### src/rtl/dc_avg_sched.sv
// Round-robin I/Q scheduler that shares one moving-average DC-removal datapath.
// Define SCHED_STATS_EN to build the input stall counter on stall_cnt_o.
module dc_avg_sched #(
    parameter int unsigned WIDTH   = 16,
    parameter int unsigned SAMPLES = 128,
    parameter int unsigned AVG_LAT = 1
) (
    input  logic             clk,
    input  logic             rst,
    input  logic             i_valid_i,
    input  logic [WIDTH-1:0] i_data_i,
    output logic             i_ready_o,
    input  logic             q_valid_i,
    input  logic [WIDTH-1:0] q_data_i,
    output logic             q_ready_o,
    output logic             avg_en_o,
    output logic             avg_ch_o,
    output logic [WIDTH-1:0] avg_data_o,
    input  logic [WIDTH-1:0] avg_data_i,
    output logic             i_valid_o,
    output logic [WIDTH-1:0] i_data_o,
    output logic             q_valid_o,
    output logic [WIDTH-1:0] q_data_o,
    input  logic             flush_i,
    output logic             warm_o,
    output logic [15:0]      stall_cnt_o
);

    localparam int unsigned CntW = $clog2(SAMPLES) + 1;
    localparam int unsigned LatW = (AVG_LAT > 1) ? $clog2(AVG_LAT + 1) : 1;
    localparam logic [CntW-1:0] CntMax  = CntW'(SAMPLES);
    localparam logic [LatW-1:0] LatLast = LatW'(AVG_LAT);

    typedef enum logic [1:0] {StIdle, StIssue, StWait, StRetire} state_e;

    state_e           state_q, state_d;
    logic             i_pend_q, i_pend_d;
    logic             q_pend_q, q_pend_d;
    logic [WIDTH-1:0] i_hold_q, i_hold_d;
    logic [WIDTH-1:0] q_hold_q, q_hold_d;
    logic             rr_q, rr_d;
    logic             grant_q, grant_d;
    logic [LatW-1:0]  lat_q, lat_d;
    logic             avg_en_q, avg_en_d;
    logic             avg_ch_q, avg_ch_d;
    logic [WIDTH-1:0] avg_data_q, avg_data_d;
    logic             i_valid_q, i_valid_d;
    logic [WIDTH-1:0] i_data_q, i_data_d;
    logic             q_valid_q, q_valid_d;
    logic [WIDTH-1:0] q_data_q, q_data_d;
    logic [CntW-1:0]  i_cnt_q, i_cnt_d;
    logic [CntW-1:0]  q_cnt_q, q_cnt_d;
    logic             warm_q, warm_d;

    logic i_acc, q_acc;
    logic retire_i, retire_q;
    logic i_avail, q_avail;
    logic pick_any, pick_ch;

    always_comb begin
        i_acc    = i_valid_i & ~i_pend_q;
        q_acc    = q_valid_i & ~q_pend_q;
        retire_i = (state_q == StRetire) & ~grant_q;
        retire_q = (state_q == StRetire) & grant_q;
        // The retiring channel's pend is still set this cycle; exclude it from arbitration.
        i_avail  = i_pend_q & ~retire_i;
        q_avail  = q_pend_q & ~retire_q;
        pick_any = i_avail | q_avail;
        pick_ch  = (i_avail & q_avail) ? rr_q : q_avail;
    end

    always_comb begin
        i_pend_d = i_acc | (i_pend_q & ~retire_i);
        q_pend_d = q_acc | (q_pend_q & ~retire_q);
        i_hold_d = i_acc ? i_data_i : i_hold_q;
        q_hold_d = q_acc ? q_data_i : q_hold_q;
    end

    always_comb begin
        state_d    = state_q;
        rr_d       = rr_q;
        grant_d    = grant_q;
        lat_d      = lat_q;
        avg_en_d   = 1'b0;
        avg_ch_d   = avg_ch_q;
        avg_data_d = avg_data_q;
        i_valid_d  = 1'b0;
        i_data_d   = i_data_q;
        q_valid_d  = 1'b0;
        q_data_d   = q_data_q;

        unique case (state_q)
            StIdle, StRetire: begin
                if (pick_any) begin
                    state_d    = StIssue;
                    avg_en_d   = 1'b1;
                    avg_ch_d   = pick_ch;
                    avg_data_d = pick_ch ? q_hold_q : i_hold_q;
                    grant_d    = pick_ch;
                    rr_d       = ~pick_ch;
                end else begin
                    state_d = StIdle;
                end
            end
            StIssue: begin
                state_d = StWait;
                lat_d   = LatW'(1);
            end
            StWait: begin
                if (lat_q == LatLast) begin
                    state_d = StRetire;
                    if (grant_q) begin
                        q_data_d  = avg_data_i;
                        q_valid_d = 1'b1;
                    end else begin
                        i_data_d  = avg_data_i;
                        i_valid_d = 1'b1;
                    end
                end else begin
                    lat_d = lat_q + LatW'(1);
                end
            end
            default: state_d = StIdle;
        endcase
    end

    always_comb begin
        i_cnt_d = i_cnt_q;
        q_cnt_d = q_cnt_q;
        if (flush_i) begin
            i_cnt_d = '0;
            q_cnt_d = '0;
        end else begin
            if (retire_i && (i_cnt_q != CntMax)) i_cnt_d = i_cnt_q + CntW'(1);
            if (retire_q && (q_cnt_q != CntMax)) q_cnt_d = q_cnt_q + CntW'(1);
        end
        warm_d = (i_cnt_d == CntMax) && (q_cnt_d == CntMax);
    end

    always_ff @(posedge clk) begin
        if (rst) begin
            state_q    <= StIdle;
            i_pend_q   <= 1'b0;
            q_pend_q   <= 1'b0;
            i_hold_q   <= '0;
            q_hold_q   <= '0;
            rr_q       <= 1'b0;
            grant_q    <= 1'b0;
            lat_q      <= '0;
            avg_en_q   <= 1'b0;
            avg_ch_q   <= 1'b0;
            avg_data_q <= '0;
            i_valid_q  <= 1'b0;
            i_data_q   <= '0;
            q_valid_q  <= 1'b0;
            q_data_q   <= '0;
            i_cnt_q    <= '0;
            q_cnt_q    <= '0;
            warm_q     <= 1'b0;
        end else begin
            state_q    <= state_d;
            i_pend_q   <= i_pend_d;
            q_pend_q   <= q_pend_d;
            i_hold_q   <= i_hold_d;
            q_hold_q   <= q_hold_d;
            rr_q       <= rr_d;
            grant_q    <= grant_d;
            lat_q      <= lat_d;
            avg_en_q   <= avg_en_d;
            avg_ch_q   <= avg_ch_d;
            avg_data_q <= avg_data_d;
            i_valid_q  <= i_valid_d;
            i_data_q   <= i_data_d;
            q_valid_q  <= q_valid_d;
            q_data_q   <= q_data_d;
            i_cnt_q    <= i_cnt_d;
            q_cnt_q    <= q_cnt_d;
            warm_q     <= warm_d;
        end
    end

`ifdef SCHED_STATS_EN
    logic [15:0] stall_q, stall_d;
    logic        stall_ev;

    always_comb begin
        stall_ev = (i_valid_i & i_pend_q) | (q_valid_i & q_pend_q);
        stall_d  = stall_q;
        if (flush_i) begin
            stall_d = '0;
        end else if (stall_ev && (stall_q != 16'hFFFF)) begin
            stall_d = stall_q + 16'd1;
        end
    end

    always_ff @(posedge clk) begin
        if (rst) begin
            stall_q <= '0;
        end else begin
            stall_q <= stall_d;
        end
    end

    assign stall_cnt_o = stall_q;
`else
    assign stall_cnt_o = '0;
`endif

    assign i_ready_o  = ~i_pend_q;
    assign q_ready_o  = ~q_pend_q;
    assign avg_en_o   = avg_en_q;
    assign avg_ch_o   = avg_ch_q;
    assign avg_data_o = avg_data_q;
    assign i_valid_o  = i_valid_q;
    assign i_data_o   = i_data_q;
    assign q_valid_o  = q_valid_q;
    assign q_data_o   = q_data_q;
    assign warm_o     = warm_q;

endmodule

### config.mk
export PLATFORM = sky130hd
export DESIGN_NAME = dc_avg_sched
export DESIGN_NICKNAME = d
export VERILOG_FILES = /design/src/rtl/dc_avg_sched.sv
export SDC_FILE = /design/constraint.sdc
export NUM_CORES = 1
export LEC_CHECK = 0
export BUFFER_PORTS_ARGS = -buffer_cell sky130_fd_sc_hd__buf_4
export CAP_MARGIN = 20
export CORE_ASPECT_RATIO = 1.5
export CORE_MARGIN = 5
export CORE_UTILIZATION = 50
export DETAILED_ROUTE_END_ITERATION = 8
export PLACE_DENSITY = 0.74
export SLEW_MARGIN = 20
export SYNTH_ARGS = -nofsm -noshare
export SYNTH_HDL_FRONTEND = slang
export SYNTH_SLANG_ARGS = --single-unit
### constraint.sdc
create_clock -name clk -period 2.8 [get_ports clk]
set_input_delay 0.56 -clock clk [delete_from_list [all_inputs] [get_ports clk]]
set_output_delay 0.56 -clock clk [all_outputs]
set_load 0.01 [all_outputs]
# Word level (Yosys, flattened, before mapping)
# Cells that the tools add are included.
[totals]
ff_bits = 107
output_inout_bits = 71
wordCells = 72
[classes]
bitwise_logic = 19
n_addsub = 3
n_mux = 14
n_reduce_logical = 11
n_eq_ne = 8
[op_table]
columns = ["cell", "n"]
rows = [
  ["2-to-1 mux 8 bit", 4],
  ["adder 8 x 1 -> 8 bit (second input constant)", 2],
  ["== test 8 bit (second input constant)", 2],
  ["2-to-1 mux 16 bit", 1],
  ["inequality test 8 bit (second input constant)", 2],
  ["inverter 1 bit", 9],
  ["AND 1 bit", 7],
  ["2-to-1 mux 1 bit", 6],
  ["case mux 2 bit (3 select lines)", 1],
  ["AND reduction 3 bit", 2],
  ["== test 2 bit (second input constant)", 2],
  ["OR reduction 2 bit", 2],
  ["logical AND 1 bit", 3],
  ["bitwise OR 1 bit", 3],
  ["OR reduction 3 bit", 1],
  ["== test 2 x 1 -> 1 bit (second input constant)", 1],
  ["zero test 2 bit", 1],
  ["2-to-1 mux 2 bit", 1],
  ["inequality test 2 bit (second input constant)", 1],
  ["case mux 1 bit (2 select lines)", 1],
  ["AND reduction 2 bit", 1],
  ["nonzero test 2 bit", 1],
  ["adder 1 bit (second input constant)", 1],
]

# Longest topological paths before layout
# Gate-level depths: netlist (run 1).
[depth]
word_depth = 7
ltp_mapped = 8
ltp_nobuf = 7

# Worst setup path before layout (run 1)
# No wires, ideal clock.
[synth_timing]
path_kind = "register to register"
startpoint = "register q_cnt_q[0]"
endpoint = "register warm_q (netlist: warm_o)"
period_less_slack_ps = 1778
t_arrival_ps = 1654
path_slack_ps = 1022
path_stages_with_launch = 8
required_ps = 2676
setup_time_ps = 124
path_cell_list = "dfxtp_1 inv_1 ha_1 nor4b_2 a41o_2 mux2_1 a41oi_1 nor4_2"
[synth_via]
elab_chain_len = 6
word_cells_on_any_way = 7
classes_between = "1 x add/sub; 2 x eq/ne; 2 x mux; 2 x reduce/logical"
[synth_lines]
columns = ["item", "line", "text"]
rows = [
  ["start: declaration", "52", "logic [CntW-1:0] q_cnt_q, q_cnt_d;"],
  ["start signal: assignment", "177", "q_cnt_q <= q_cnt_d;"],
  ["parallel branches: the longest is 2 deep, another holds adder 8 x 1 -> 8 bit", "n/a", ""],
  ["2-to-1 mux 8 bit (*)", "135", "if (retire_q && (q_cnt_q != CntMax)) q_cnt_d = q_cnt_q + CntW'(1);"],
  ["2-to-1 mux 8 bit (*)", "130", "if (flush_i) begin"],
  ["== test 8 bit (*)", "137", "warm_d = (i_cnt_d == CntMax) && (q_cnt_d == CntMax);"],
  ["logical AND 1 bit (*)", "137", ""],
  ["end signal: assignment", "178", "warm_q <= warm_d;"],
  ["end: declaration", "53", "logic warm_q, warm_d;"],
]
# Mark *: on every way between the ends.
# A chain may end at the register's enable or synchronous reset.

# Worst setup path after layout (run 1)
[layout_timing]
startpoint = "register state_q[0]"
endpoint = "register avg_data_q[0] (netlist: avg_data_o[0])"
[layout_via]
elab_chain_len = 7
word_cells_on_any_way = 14
classes_between = "1 x eq/ne; 2 x mux; 8 x bitwise; 3 x reduce/logical"
[layout_lines]
columns = ["item", "line", "text"]
rows = [
  ["start: declaration", "36", "state_e state_q, state_d;"],
  ["start signal: assignment", "142", "state_q <= StIdle;"],
  ["start signal: assignment", "161", "state_q <= state_d;"],
  ["== test 2 bit", "63, 64, 92", ""],
  ["AND 1 bit (on tied branches)", "63, 64", ""],
  ["inverter 1 bit (on tied branches)", "66, 67", ""],
  ["AND 1 bit (on tied branches)", "66, 67", ""],
  ["AND 1 bit", "69", "pick_ch = (i_avail & q_avail) ? rr_q : q_avail;"],
  ["2-to-1 mux 1 bit", "69", ""],
  ["2-to-1 mux 16 bit", "98", "avg_data_d = pick_ch ? q_hold_q : i_hold_q;"],
  ["end signal: assignment", "171", "avg_data_q <= avg_data_d;"],
  ["end: declaration", "46", "logic [WIDTH-1:0] avg_data_q, avg_data_d;"],
]
# Parallel ways exist; a longest one is shown, timed or not.

==> impl_results.md, run 1 <==
* CP Class: reg -> reg
* Setup crit start kind: flip-flop
* Async S/R FF share, synth at 0%
* Post-CTS sizing at 0
* RSZ-0062 raised after global routing: false
* Cell area after layout at ~5300 sq um
* DRC at 0
* Synth Register Bits at 107
* Initial antenna violation count at 0
* Initial Util at 50.86%
* Adder-Cell Fraction of Synth Area at approximately 1.8%
* Synth cell types at 44
* GRT Overall Usage at approximately a fifth
* I/O pins at between 100 and 150
* Clk pwr share at between 30% and 40%
* Crit end category: flip-flop
* Fin crit share at just under 80%
* WP data required at between 3 and 4 ns
* Count of input and output buffers at about 110
* # setup viols final at 0
* Layout area overhead at 24.56%
* CTS Sinks at about 110
* DR pass1 iterations at 5
* Hold WS at between 0.4 and 0.5 ns
* Antenna Cells at 0
* CTS clock-pin slew for the worst setup and hold paths at roughly 0.070 ns
* Top FF cell, synth: dfxtp_1
* Status: finished clean
* Post-CTS Hold Buffers at 0
* Filler Cell Count at 759
* Mux contribution to synthesized area at less than 1%
* Post-synthesis compound-gate area fraction at about 17%
* Setup Total Neg Slack at 0 ns
* Max Clk Rate at approximately 0.46 GHz
* CP arrival at ~2.4 ns
* Core Region at roughly 8400 sq um
* Xor/xnor cell area share of the yosys netlist at approximately 1.4%
* VDD IR-drop max at 0.4252 mV
* Combinational Power Share at 16.9%
* Final hold viol count at 0
* Std-Cell Rows at 41
* Worst-Margin Slew at around 0.9 ns
* Switch share at 27.59%
* Period minus WS final at 2.154 ns
* Routed vias at 3851
* CTS max path bufs at 2
* Die ar. at 10550 sq um
* Post-synthesis simple-gate area fraction at a little over a fifth
* Clk_lat worst skew at approximately 0.34 ns
* Avg Inst Size Synth at a little over 8 sq um
* CTS root buf: clkbuf_16
* Reg2reg path depth at 6
* Final GP Congestion at approximately 0.84
* P per Cell Area at ~640 nW/um^2
* Die X at 85.54 microns
* GR Overflow Total at 0
* DP Wirelength at roughly 7700 microns
* CTS tree: yes
* Die Height at between 100 and 150 microns
* Max Slew Vio Count at 0
* Cell-internal power at ~2.5 mW
* Largest net degree at the start of global routing at a little over 50
* Synth area leader: dfxtp_1
* Setup Buffers After CTS at 0
* Hold Path Class: reg -> reg
* Vias in the first global route at ~3700
* H-Tree Depth at 3
* Top-area cell type share of the netlist area at 50.06%
* P_sw at 0.9475 mW
* Sequential power share at about half
* DR iter-0 viols at ~290
* MaxCap Viol Count at 0
* Via/cell ratio at between 5 and 6
* Skew final at roughly 0.0050 ns
* Largest family of logic cells by synthesized area: simple AND/OR/NAND/NOR gates
* Nets at 670
* Top cells by area, synth: dfxtp_1, nand2_1, a21oi_1
* Share of cells above drive strength 1 at between 20% and 30%
* Mapped Cells at about 520
* Reg area at roughly 2100 sq um
* Synth Cell Area at 4279 sq um
* Ys Warns at 0
* Sequential share of the synthesized area at around half
* Num CTS Buffers at 9
* Crit path max fanout at 17
* Hold Path Depth at 2
* Post-synth EDFFs at 0
* Final WL at between 10000 and 15000 microns
* First-pass GRT wire length at around 17000 microns
* Post-route ant nets at 0
* Cell area after placement at roughly 5000 sq um
* Worst rel slew slack at roughly 40%
* WL/cell at approximately 15 microns
* Multi-input gate area at roughly 1900 sq um
* Leakage at ~2.2 nW
## cells in the mapped netlist (all sizes together) (2+ instances only)
cell and number:
xnor2 6, dfxtp 107, a311oi 2, ha 6
inv 13, mux2 2, o21ai 7, a41oi 2
o31ai 3, a222oi 16, or2 2, clkbuf 27
buf 21, nand3 9, nand2 141, nor2b 3
nor2 48, nor3 3, a211oi 3, or3 4
a21oi 78
## critical path, cell delays in order, from the launching register on
cell	delay [ns]
dfxtp_1	0.33
ha_1	0.33
nand2b_1	0.23
nand3_1	0.12
a31oi_2	0.72
a222oi_1	0.19
nor2_1	0.17
## registers in the layout, summed over array words and instances (netlist names)
name	flops
q_valid_o	1
i_cnt_q	8
avg_ch_o	1
i_hold_q	16
rr_q	1
state_q	2
i_data_o	16
i_valid_o	1
lat_q	1
q_hold_q	16
q_pend_q	1
avg_en_o	1
q_cnt_q	8
q_data_o	16
i_pend_q	1
warm_o	1
avg_data_o	16
## placed cells by master, fill, tap and decap left out, drive strengths merged, types with 2 or more instances in the layout
cell type,count
nor2,48
ha,6
a211oi,3
buf,112
mux2,2
or2,2
or3,4
a41oi,2
o21ai,7
clkinv,4
nor3,3
clkbuf,11
a311oi,2
o31ai,3
inv,13
a21oi,78
dfxtp,107
nand3,9
conb,16
xnor2,6
nand2,141
a222oi,16
nor2b,3
## cell families (layout without fill, tap and decap cells)
family | after synthesis | in the layout
AOI/OAI and AO/OA | 117 | 117
buffers and inverters | 61 | 140
and+or+nand+nor | 219 | 219
adders and majority gates | 6 | 6
DFF | 107 | 107
xor gates and xnor gates | 7 | 7
other | 1 | 16
muxes | 3 | 3
## power by group through the flow
stage	Combinational, mW	Clock, mW	Sequential, mW
3_5_place_dp	0.583	0	1.73
3_3_place_gp	0.569	0	1.73
6_report	0.582	1.15	1.70
5_1_grt	0.643	1.23	1.71
2_1_floorplan	0.356	0	1.73
4_1_cts	0.586	1.17	1.70
## routing by layer
layer	up-vias	GRT usage [%]	part of all wire, %
met1	1803	22.23	39
met5	-	0	0
met4	0	8.515	2.1
met2	123	36.62	53
met3	16	4.333	6.3
li1	1909	-	-
## through the flow
stage / total power, mW / utilization [%] / std cells / setup slack [ns]
after floorplan: 2.088 / - / 536 / 1.022
after global placement: 2.301 / 60.11 / 707 / 0.8118
after detailed placement: 2.318 / 60.11 / 707 / 0.7338
after CTS: 3.460 / 63.33 / 722 / 0.6569
after global routing: 3.591 / 63.36 / 722 / 0.4586
final: 3.435 / 63.36 / 722 / 0.6458
## worst paths after layout
path,from,slack (ns),to
setup / recovery,state_q[0],0.65,avg_data_o[0]
hold / removal,i_data_o[2],0.46,i_data_o[2]
setup reg to reg,state_q[0],0.65,avg_data_o[0]
hold reg to reg,i_data_o[2],0.46,i_data_o[2]
## area by class of cell
class	count	area share [%]
Sequential cell	107	40.19
Multi-Input combinational cell	368	35.54
Tap cell	107	2.512
Timing Repair Buffer	112	15.77
Inverter	13	0.9155
Clock buffer	11	4.554
Clock inverter	4	0.5164
Power figures use the tool's default switching activity.
==> inputs of run 2 (changes only) <==
- CORE_UTILIZATION: 50 -> 46
- PLACE_DENSITY: 0.74 -> 0.72
- clock period: 2.8 -> 1.95 ns (I/O delays scaled with it)
==> run 2 against run 1 <==
- clock skew is 0.00075 ns higher
- critical path depth is 3 higher
- setup slack worse by 0.54 ns
- critical endpoint is now avg_data_o[10]
- largest cell class unchanged
==> impl_results.md, run 2 (synthesis gave the netlist of run 1 again) <==
* DR WL met3 at roughly 590 microns
* Die X at roughly 89 microns
* Fin crit share at between 90% and 100%
* GRT Overall Usage at a little under a fifth
* Die ar. at 11370 sq um
* Final WL at 10800 microns
* Wl on met1 at 4113 microns
* DR top layer: met4
* Crit path max fanout at 17
* Initial Util at a little under half
* VDD IR-drop max at about 0.63 mV
* Worst-Margin Slew at roughly 0.61 ns
* WP data required at ~2.2 ns
* Hold Path Class: in -> reg
* Initial antenna violation count at 0
* Layout area overhead at 29.36%
* CTS root buf: clkbuf_16
* Crit end category: flip-flop
* Largest net degree at the start of global routing at 92
* P per Cell Area at between 900 and 1000 nW/um^2
* Num CTS Buffers at 9
* Std-Cell Rows at 43
* Die Height at between 100 and 150 microns
* Share of cells above drive strength 1 at around a quarter
* First-pass GRT wire length at about 17000 microns
* CP arrival at 2.07 ns
* Via/cell ratio at about 5.3
* Setup Total Neg Slack at 0 ns
* CTS max path bufs at 2
* Count of input and output buffers at 107
* Max Clk Rate at around 0.54 GHz
* Vias in the first global route at ~3800
* Nets at 684
* Fin util at approximately 60%
* CP Class: reg -> reg
* DR pass1 iterations at 6
* Clk_lat worst skew at 0.34 ns
* Post-route ant nets at 0
* Max Slew Vio Count at 0
* I/O pins at roughly 120
* Antenna Cells at 0
* DRC at 0
* Leakage at roughly 2.3 nW
* Most frequent cells in the layout: nand2_1, buf_4, dfxtp_1
* Setup crit start kind: flip-flop
* Period minus WS final at between 1.5 and 2 ns
* MaxCap Viol Count at 0
* Final GP Congestion at just over 0.8
* Status: finished clean
* DP Wirelength at ~7700 microns
* GR Overflow Total at 0
* Met2 wire len at around 5600 microns
* Routed vias at 3933
* Post-CTS Hold Buffers at 0
* WL/cell at approximately 15 microns
* Final hold viol count at 0
* CTS tree: yes
* Worst rel slew slack at around three fifths
* Commonest non-fill, non-tap cell in the layout: nand2_1
* Core Region at slightly above 9000 sq um
* H-Tree Depth at 3
* DR iter-0 viols at approximately 260
* # setup viols final at 0
* CTS Sinks at about 110
* CTS clock-pin slew for the worst setup and hold paths at approximately 0.070 ns
* Skew final at between 0.005 and 0.006 ns
[run 2: timing repair]
action,CTS,global route
gates resized for setup,3,3
endpoints found under the setup margin,17,1
pin swaps,0,1
buffers inserted,0,1
[run 2: final timing paths]
kind                startpoint              to  depth (start not counted)  slack [ns]
hold reg to reg   q_data_o[11]    q_data_o[11]                          2        0.45
setup reg to reg    state_q[0]  avg_data_o[10]                          9        0.10
setup / recovery    state_q[0]  avg_data_o[10]                          9        0.10
hold / removal    q_data_i[11]    q_hold_q[11]                          3        0.29
[run 2: final cells by class]
cell class	count	area, sq um
inverter	13	48.80
tap	112	140.1
timing repair buffer	126	970.9
multi-input combinational	368	1922
clock buffer	12	236.5
clock inverter	4	73.82
fill	842	3665
sequential	107	2143
[run 2: critical path: stages, from the launching register on]
cell      delay (ns)
dfxtp_1         0.39
buf_4           0.13
inv_1           0.03
ha_1            0.30
buf_4           0.16
nand3_1         0.07
a21oi_1         0.04
buf_4           0.21
a222oi_1        0.31
nor2_1          0.07
[run 2: power by group]
part	switching [mW]	internal (mW)
clock	0.760	1.13
combinational	0.521	0.423
sequential	0.112	2.33
[run 2: metrics by stage]
stage	setup slack, ns	hold WS, ns	instance area (sq um)	cells	power, mW
3_5_place_dp	-0.08842	0.4459	5186	725	3.415
6_report	0.1012	0.2891	5535	742	5.279
3_3_place_gp	0.01137	0.4406	5186	725	3.397
2_1_floorplan	0.1715	0.4357	4335	536	2.998
5_1_grt	-0.003233	0.2823	5535	742	5.538
4_1_cts	0.02262	0.2824	5517	741	5.302
[run 2: per-layer routing]
metal  vias up  GRT usage, %
met2       125         32.33
met1      1833         21.77
met3        38         3.730
met4         0         10.68
met5         -             0
li1       1937             -
==> inputs of run 3 (changes only) <==
- CORE_UTILIZATION: 46 -> 50
- PLACE_DENSITY: 0.72 -> 0.74
- clock period: 1.95 -> 1.8 ns (I/O delays scaled with it)
==> run 3 against run 2 <==
- sequential power grew 8.2%
- clock power hardly changed
- via count rose by 0.25%
- count of clock-buffer cells in the layout unchanged
- worst hold slack worse by 0.037 ns
- combinational power increased by 23%
- global-route usage grew 1.9 points
- critical path type unchanged
==> impl_results.md, run 3 (synthesis gave the netlist of run 1 again) <==
* Status: finished clean
* Most frequent cells in the layout: nand2_1, buf_4, dfxtp_1
* Die X at about 86 microns
* GRT Overall Usage at a little over a fifth
* Count of input and output buffers at approximately 110
* CP bufs+invs at 4
* HP Start: q_data_i[10]
* Std-Cell Rows at 41
* CP Class: reg -> reg
* Via/cell ratio at ~5.2
* Reg2Reg Capture Point: avg_data_o[14]
* Commonest non-fill, non-tap cell in the layout: nand2_1
* Critical Path Source: state_q[0]
* Clk_lat worst skew at between 0.3 and 0.4 ns
* Largest net degree at the start of global routing at between 90 and 100
* Crit end category: flip-flop
* RSZ-0062 raised after global routing: true
* Worst rel slew slack at about three fifths
* Initial antenna violation count at 0
* Leakage at roughly 2.3 nW
* Final non-filler cell total at 752
* Max Slew Vio Count at 0
* CTS root buf: clkbuf_16
* # setup viols final at 0
* CTS tree: yes
* MaxCap Viol Count at 0
* Final hold viol count at 0
* VDD IR-drop max at approximately 0.71 mV
* Vias in the first global route at 3803
* I/O pins at around 120
* DR pass1 iterations at 5
* Share of cells above drive strength 1 at 28.06%
* DP Wirelength at slightly below 8000 microns
* CP dominant cell by count: buf_4
* Pre-CTS setup slack at -0.2540 ns
* Critical path depth at 8
* Critical Path Max Stage Delay at 0.36 ns
* GR Overflow Total at 0
* P per Cell Area at 997.4 nW/um^2
* CTS max path bufs at 2
* DRC at 0
* Die ar. at around 11000 sq um
* Num CTS Buffers at 9
* Reg2reg path depth at 8
* Die Height at 123.3 microns
* CTS Sinks at around 110
* Worst path cell trace: ha_4 > clkbuf_2 > inv_2 > buf_4 > o221ai_2 > buf_4 > a222oi_1 > nor2_1
* WP data required at between 2 and 2.5 ns
* Reg-to-reg critical path startpoint: state_q[0]
* Fin util at between 60% and 70%
* WL/cell at about 15 microns
* Antenna Cells at 0
* First-pass GRT wire length at approximately 17000 microns
* Crit path max fanout at 10
* Hold WS at about 0.25 ns
* Routed vias at 3943
* Period minus WS final at 1.739 ns
* Multi-input gate area at ~2000 sq um
* R2R setup slack at slightly above 0.06 ns
* H-Tree Depth at 3
* Nets at ~700
* Crit path capture: avg_data_o[14]
* Final WL at ~11000 microns
* Skew final at roughly 0.0053 ns
* Worst-Margin Slew at 0.6089 ns
* Layout area overhead at 32.75%
* CP max stage cell: a222oi_1
* Post-placement cell count at 731
* Hold Path Class: in -> reg
* Post-route ant nets at 0
* DR iter-0 viols at roughly 320
* Filler Cell Count at 747
* CTS clock-pin slew for the worst setup and hold paths at about 0.070 ns
* Setup crit start kind: flip-flop
* Worst Setup Slack, final at 0.06094 ns
* Max Clk Rate at between 0.5 and 0.6 GHz
* Reg area at between 2000 and 2500 sq um
* CP arrival at between 1.5 and 2 ns
* Fin crit share at 96.61%
* Crit path max-delay family: buffers and inverters
* Post-CTS Hold Buffers at 0
* Final GP Congestion at 0.8695
* Initial Util at between 50% and 60%
* Core Region at approximately 8400 sq um
## run 3: metrics by stage
step	cell area, sq um	total power [mW]	setup TNS, ns
after global placement	5263	3.698	-1.998
after global routing	5680	5.917	-0.02607
after CTS	5573	5.579	0
after floorplan	4335	3.248	0
final	5680	5.665	0
after detailed placement	5263	3.724	-3.671
## run 3: worst min-delay path by stage
stage	end	slack, ns	depth (start not counted)
2_1_floorplan	i_hold_q[0]	0.44	2
3_3_place_gp	q_hold_q[7]	0.44	2
3_5_place_dp	q_data_o[9]	0.45	2
4_1_cts	q_hold_q[14]	0.25	3
5_1_grt	i_hold_q[0]	0.25	3
6_report	q_hold_q[10]	0.25	3
## run 3: timing repair
action                                  4_1_cts  5_1_grt
endpoints found under the setup margin       18       13
gates cloned                                  0        2
pin swaps                                     0       10
resized for setup                             5       10
buffers inserted                              0        3
## run 3: final cells by class
cell class / instances / share of cell area, %
repair buffers: 141 / 19.47
clock inverters: 4 / 0.5727
well taps: 107 / 2.357
flip-flops and latches: 107 / 37.75
clock buffers: 12 / 4.339
inverters: 13 / 0.8590
multi-input cells: 368 / 34.65
## run 3: metal layers
layer  part of all wire (%)  vias up  GRT usage [%]  wire (microns)
met3                    6.0       24          4.800             689
li1                       -     1962              -               -
met5                      0        -              0               0
met4                    2.7        0          12.67             311
met1                     37     1841          22.57            4249
met2                     54      116          36.77            6189
## run 3: where the power goes
part,switching (mW),internal (mW),total (mW)
Clock,0.869,0.990,1.86
Combinational,0.624,0.536,1.16
Sequential,0.118,2.53,2.65
Total,1.61,4.06,5.67
## run 3: worst reg2reg max path, cell delays in order (launching register included)
cell      delay, ns
dfxtp_2        0.34
ha_4           0.19
clkbuf_2       0.16
inv_2          0.09
buf_4          0.11
o221ai_2       0.09
buf_4          0.19
a222oi_1       0.36
nor2_1         0.08
